$ cat src/rtl/pkt_fifo.sv
// Packet FIFO with sop/eop framing enforcement, occupancy/packet status and sticky errors.
// First-word-fall-through read; optional store-and-forward gating of rd_vld.
module pkt_fifo #(
    parameter int unsigned DATA_W   = 256,
    parameter int unsigned DEPTH    = 16,
    parameter int unsigned AF_LEVEL = DEPTH - 2,
    parameter bit          STORE_FWD = 1'b0
) (
    input  logic                    clk,
    input  logic                    rst,
    input  logic                    wr_vld,
    input  logic                    wr_sop,
    input  logic                    wr_eop,
    input  logic [DATA_W-1:0]       wr_data,
    output logic                    wr_ready,
    output logic                    rd_vld,
    input  logic                    rd_ready,
    output logic                    rd_sop,
    output logic                    rd_eop,
    output logic [DATA_W-1:0]       rd_data,
    output logic [$clog2(DEPTH):0]  count,
    output logic [$clog2(DEPTH):0]  pkt_cnt,
    output logic                    almost_full,
    output logic                    overflow,
    output logic                    frame_err,
    input  logic                    err_clr
);

    localparam int unsigned AW = $clog2(DEPTH);
    localparam int unsigned PW = AW + 1;

    typedef enum logic {IDLE, INPKT} frame_t;

    frame_t              state, state_nx;
    logic [PW-1:0]       wptr, rptr;
    logic [DATA_W+1:0]   mem [DEPTH];
    logic [DATA_W+1:0]   head;
    logic                empty, full;
    logic                beat, legal, accept, viol, rd_fire;
    logic                pkt_inc, pkt_dec;

    assign empty    = (wptr == rptr);
    assign full     = (wptr[AW] != rptr[AW]) && (wptr[AW-1:0] == rptr[AW-1:0]);
    assign wr_ready = !full;
    assign count    = wptr - rptr;
    assign almost_full = (count >= PW'(AF_LEVEL));

    assign head    = mem[rptr[AW-1:0]];
    assign rd_sop  = head[DATA_W+1];
    assign rd_eop  = head[DATA_W];
    assign rd_data = head[DATA_W-1:0];

    // The full term lets packets longer than DEPTH drain as cut-through instead of deadlocking.
    assign rd_vld  = !empty && (!STORE_FWD || (pkt_cnt != '0) || full);
    assign rd_fire = rd_vld && rd_ready;

    always_ff @(posedge clk or negedge rst) begin
        if (!rst) begin
            state <= IDLE;
        end else begin
            state <= state_nx;
        end
    end

    always_comb begin
        state_nx = state;
        if (accept) begin
            state_nx = wr_eop ? IDLE : INPKT;
        end
    end

    always_comb begin
        legal = 1'b0;
        unique case (state)
            IDLE:  legal = wr_sop;
            INPKT: legal = !wr_sop;
        endcase
        beat   = wr_vld && !full;
        accept = beat && legal;
        viol   = beat && !legal;
    end

    assign pkt_inc = accept && wr_eop;
    assign pkt_dec = rd_fire && rd_eop;

    always_ff @(posedge clk or negedge rst) begin
        if (!rst) begin
            wptr      <= '0;
            rptr      <= '0;
            pkt_cnt   <= '0;
            overflow  <= 1'b0;
            frame_err <= 1'b0;
        end else begin
            if (accept) begin
                wptr <= wptr + PW'(1);
            end
            if (rd_fire) begin
                rptr <= rptr + PW'(1);
            end
            if (pkt_inc && !pkt_dec) begin
                pkt_cnt <= pkt_cnt + PW'(1);
            end else if (!pkt_inc && pkt_dec) begin
                pkt_cnt <= pkt_cnt - PW'(1);
            end
            overflow  <= (wr_vld && full) || (overflow && !err_clr);
            frame_err <= viol || (frame_err && !err_clr);
        end
    end

    always_ff @(posedge clk) begin
        if (accept) begin
            mem[wptr[AW-1:0]] <= {wr_sop, wr_eop, wr_data};
        end
    end

endmodule
$ cat config.mk
export PLATFORM = sky130hd
export DESIGN_NAME = pkt_fifo
export DESIGN_NICKNAME = d
export VERILOG_FILES = /design/src/rtl/pkt_fifo.sv
export SDC_FILE = /design/constraint.sdc
export NUM_CORES = 2
export LEC_CHECK = 0
export ABC_CLOCK_PERIOD_IN_PS = 58700
export BUFFER_PORTS_ARGS = -buffer_cell sky130_fd_sc_hd__buf_2
export CAP_MARGIN = 30
export CORE_ASPECT_RATIO = 0.8
export CORE_MARGIN = 2
export CORE_UTILIZATION = 55
export DETAILED_ROUTE_END_ITERATION = 6
export PLACE_DENSITY = 0.69
export SYNTH_ARGS = -nofsm -noshare
export SYNTH_HDL_FRONTEND = slang
export SYNTH_MEMORY_MAX_BITS = 65536
export SYNTH_SLANG_ARGS = --single-unit
$ cat constraint.sdc
create_clock -name clk -period 58.7 [get_ports clk]
set_input_delay 11.74 -clock clk [delete_from_list [all_inputs] [get_ports clk]]
set_output_delay 11.74 -clock clk [all_outputs]
set_load 0.05 [all_outputs]
==> reports/qor.csv <==
metric,value,unit
worst path bufs/invs,8,
"slowest stage delay, CP",840,ps
DRT Pass-1 Iters,6,
Seq pwr share,39.2,%
chip height,479,um
register area share after synthesis,80.3,%
"top cells by area, synth","edfxtp_1, mux4_2, a22oi_1",
worst-margin pin slew,1160,ps
NetSw,3.08,mW
gr ovfl total,0,
Initial DRC Count,8800,
post-synthesis cell count,6419,
vias per std cell,6.49,
Yosys reg bits,4146,
"area leader, netlist",edfxtp_1,
Crit path required time,46960,ps
# H-tree levels,5,
Post-Syn Area,0.155,sq mm
Rows,174,
cell mode on critical path,buf_4,
layout cells sized above 1,30.7,%
die area,0.286,sq mm
Final Hold Viols,0,
"Period Utilization, post-route",32.5,%
worst min path class,flip-flop to flip-flop,
CP Max Fanout,44,
Sw Ratio,34.5,%
CTS tree,done,
Main synth FF type,edfxtp_1,
CTS Buf Count,389,
first-pass GRT wire length,520000,um
Worst VDD drop,0.0000516,V
"EDFF count, synth",4128,
Worst Clk Skew,63.8,ps
slowest CP cell,dfrtp_4,
vias in the first global route,73300,
setup_tns,0,ps
post-CTS sizing,0,
gr usage total,25.3,%
DIE WIDTH,597,um
Pint,5.85,mW
Max Slew Vio Count,0,
total number of vias,72600,
routed length per instance,32.3,um
clock share of power,27.9,%
DR DRC count,0,
Crit path max-delay family,buffers and inverters,
drt total wl,361000,um
Post-DRT Antenna Nets,0,
Initial Utilization,55.2,%
pwr dens,51.0,mW/mm^2
minimum hold slack,502,ps
Synth cell types,39,
max_cap viols,0,
CP arrival,7340,ps
# Post-CTS Setup Buffers,0,
clock-pin slew on the worst setup and hold paths,60,ps
CTS sink count,4146,
nets,7427,
clock tree buffer depth,4,
Worst setup EP type,output pin,
Comb pwr share,32.9,%
largest net degree at the start of global routing,144,
final setup margin,39620,ps
Slew headroom,22.7,%
initial antenna violation count,116,
RSZ-0062 raised after global routing,false,
Leak,55.5,nW
WS Path Type,flip-flop to output pin,
GPL Wtd Cong,0.746,
IO Port Bufs,535,
area grow syn2layout,12.9,%
Synth warnings,0,
Ports,536,
ys async rst share,0.434,%
DP Wirelength,184000,um
Core Area,0.281,sq mm
status,"complete, no violations",
Synthesized Nets,6697,
"Clk Latency, worst-skew pair",930,ps
top cell type's share of synthesized area,80.0,%
Reg2Reg Setup Slack,51520,ps
crit start category,flip-flop,
Syn Area/Cell,24.1,sq um
Max Clk Rate,52.4,MHz
CP Cell Sequence,buf_4 > buf_4 > buf_4 > buf_4 > buf_4 > buf_4 > buf_16 > mux4_2 > a22oi_1 > nand2_1 > buf_2,
hold buffers post-CTS,0,
Tmin final,19080,ps
Final setup viols,0,
Place WS,40050,ps
Root Driver,clkbuf_16,
## placed cells by master, fill, tap and decap left out, types with 11 or more instances in the layout
master         n
edfxtp_1    4128
mux4_2      1032
buf_2        535
a22oi_1      516
clkbuf_16    395
nand2_1      272
buf_4        123
clkinv_1      79
clkbuf_1      72
clkinv_2      68
diode_2       43
bufinv_16     42
buf_12        17
dfrtp_1       16
clkinvlp_4    15
buf_16        14
ha_1          13
xnor2_1       11
inv_1         11
## metal layers
| metal | vias to the layer above | global-route usage, % | part of all wire (%) |
|---|---|---|---|
| li1 | 29300 | - | - |
| met1 | 39000 | 36.3 | 39 |
| met2 | 3544 | 40.1 | 49 |
| met3 | 639 | 4.97 | 9.4 |
| met4 | 84 | 7.32 | 2.6 |
| met5 | - | 0 | 0.14 |
## path summary, 6_finish.rpt
path	from	cells after the start	to
max in group asynchronous	rst	1	rptr[0]
worst max register to register	rptr[1]	11	mem[3][124]
min in group asynchronous	rst	1	overflow
worst max-delay path	rptr[0]	11	rd_data[121]
worst min register to register	wptr[4]	1	wptr[4]
worst min-delay path	wptr[4]	1	wptr[4]
## cells by family (layout without fill, tap and decap cells)
kind of cell | after synthesis | after routing | share of synthesized area (%)
simple gates | 310 | 310 | 0.803
mux | 1034 | 1034 | 15.0
flops | 4146 | 4146 | 80.3
other cells | 0 | 43 | 0
compound gates | 537 | 537 | 2.59
xor+xnor | 15 | 15 | 0.0848
fa+ha+maj | 15 | 15 | 0.131
buf+inv | 362 | 1395 | 1.09
## worst reg2reg max path: cells and delay by family (launching register included)
kind	cells	cell delay [ps]
compound gates	1	230
simple gates	3	1120
flops	1	800
fa+ha+maj	1	360
buf+inv	6	4180
## sequential cells by signal, summed over array words and instances, names as in the netlist
register   cells
wptr           5
overflow       1
pkt_cnt        5
state          1
mem         4128
rptr           5
frame_err      1
## stage by stage
stage          std cells  power (mW)  utilization [%]  cell area [sq um]
2_1_floorplan       6419        5.73                -             155000
3_3_place_gp       10400        6.49             57.7             162000
3_5_place_dp       10400        6.52             57.8             162000
4_1_cts            11100        8.99             62.3             175000
5_1_grt            11200        9.24             62.3             175000
6_report           11200        8.93             62.4             175000
## synthesized netlist by cell type (2+ instances only)
master,instances
edfxtp_1,4128
mux4_2,1032
a22oi_1,516
ha_1,13
nor3_1,7
and2_1,10
nand4_1,4
buf_6,29
fa_1,2
dfrtp_1,18
inv_1,12
nand2_1,272
a21oi_1,3
clkbuf_1,179
buf_1,53
nor2_1,4
nor2b_1,3
buf_2,88
and3_1,5
xor2_1,4
o21ai_0,6
a21o_1,3
xnor2_1,11
o22ai_1,2
## power by group through the flow
stage / sequential (mW) / clock [mW] / combinational [mW]
5_1_grt: 3.51 / 2.64 / 3.09
6_report: 3.50 / 2.49 / 2.94
3_3_place_gp: 3.55 / 0 / 2.93
4_1_cts: 3.50 / 2.52 / 2.97
2_1_floorplan: 3.61 / 0 / 2.13
3_5_place_dp: 3.56 / 0 / 2.95
## cell type report
cell class	count	area [sq um]
tap	3696	4620
clock buffer	470	10200
multi-input combinational	1911	28900
fill	18400	106000
inverter	12	52.6
sequential	4146	124000
clock inverter	224	2320
antenna	43	108
timing repair buffer	689	4330
Note: power is estimated with default switching activity, not from simulation.
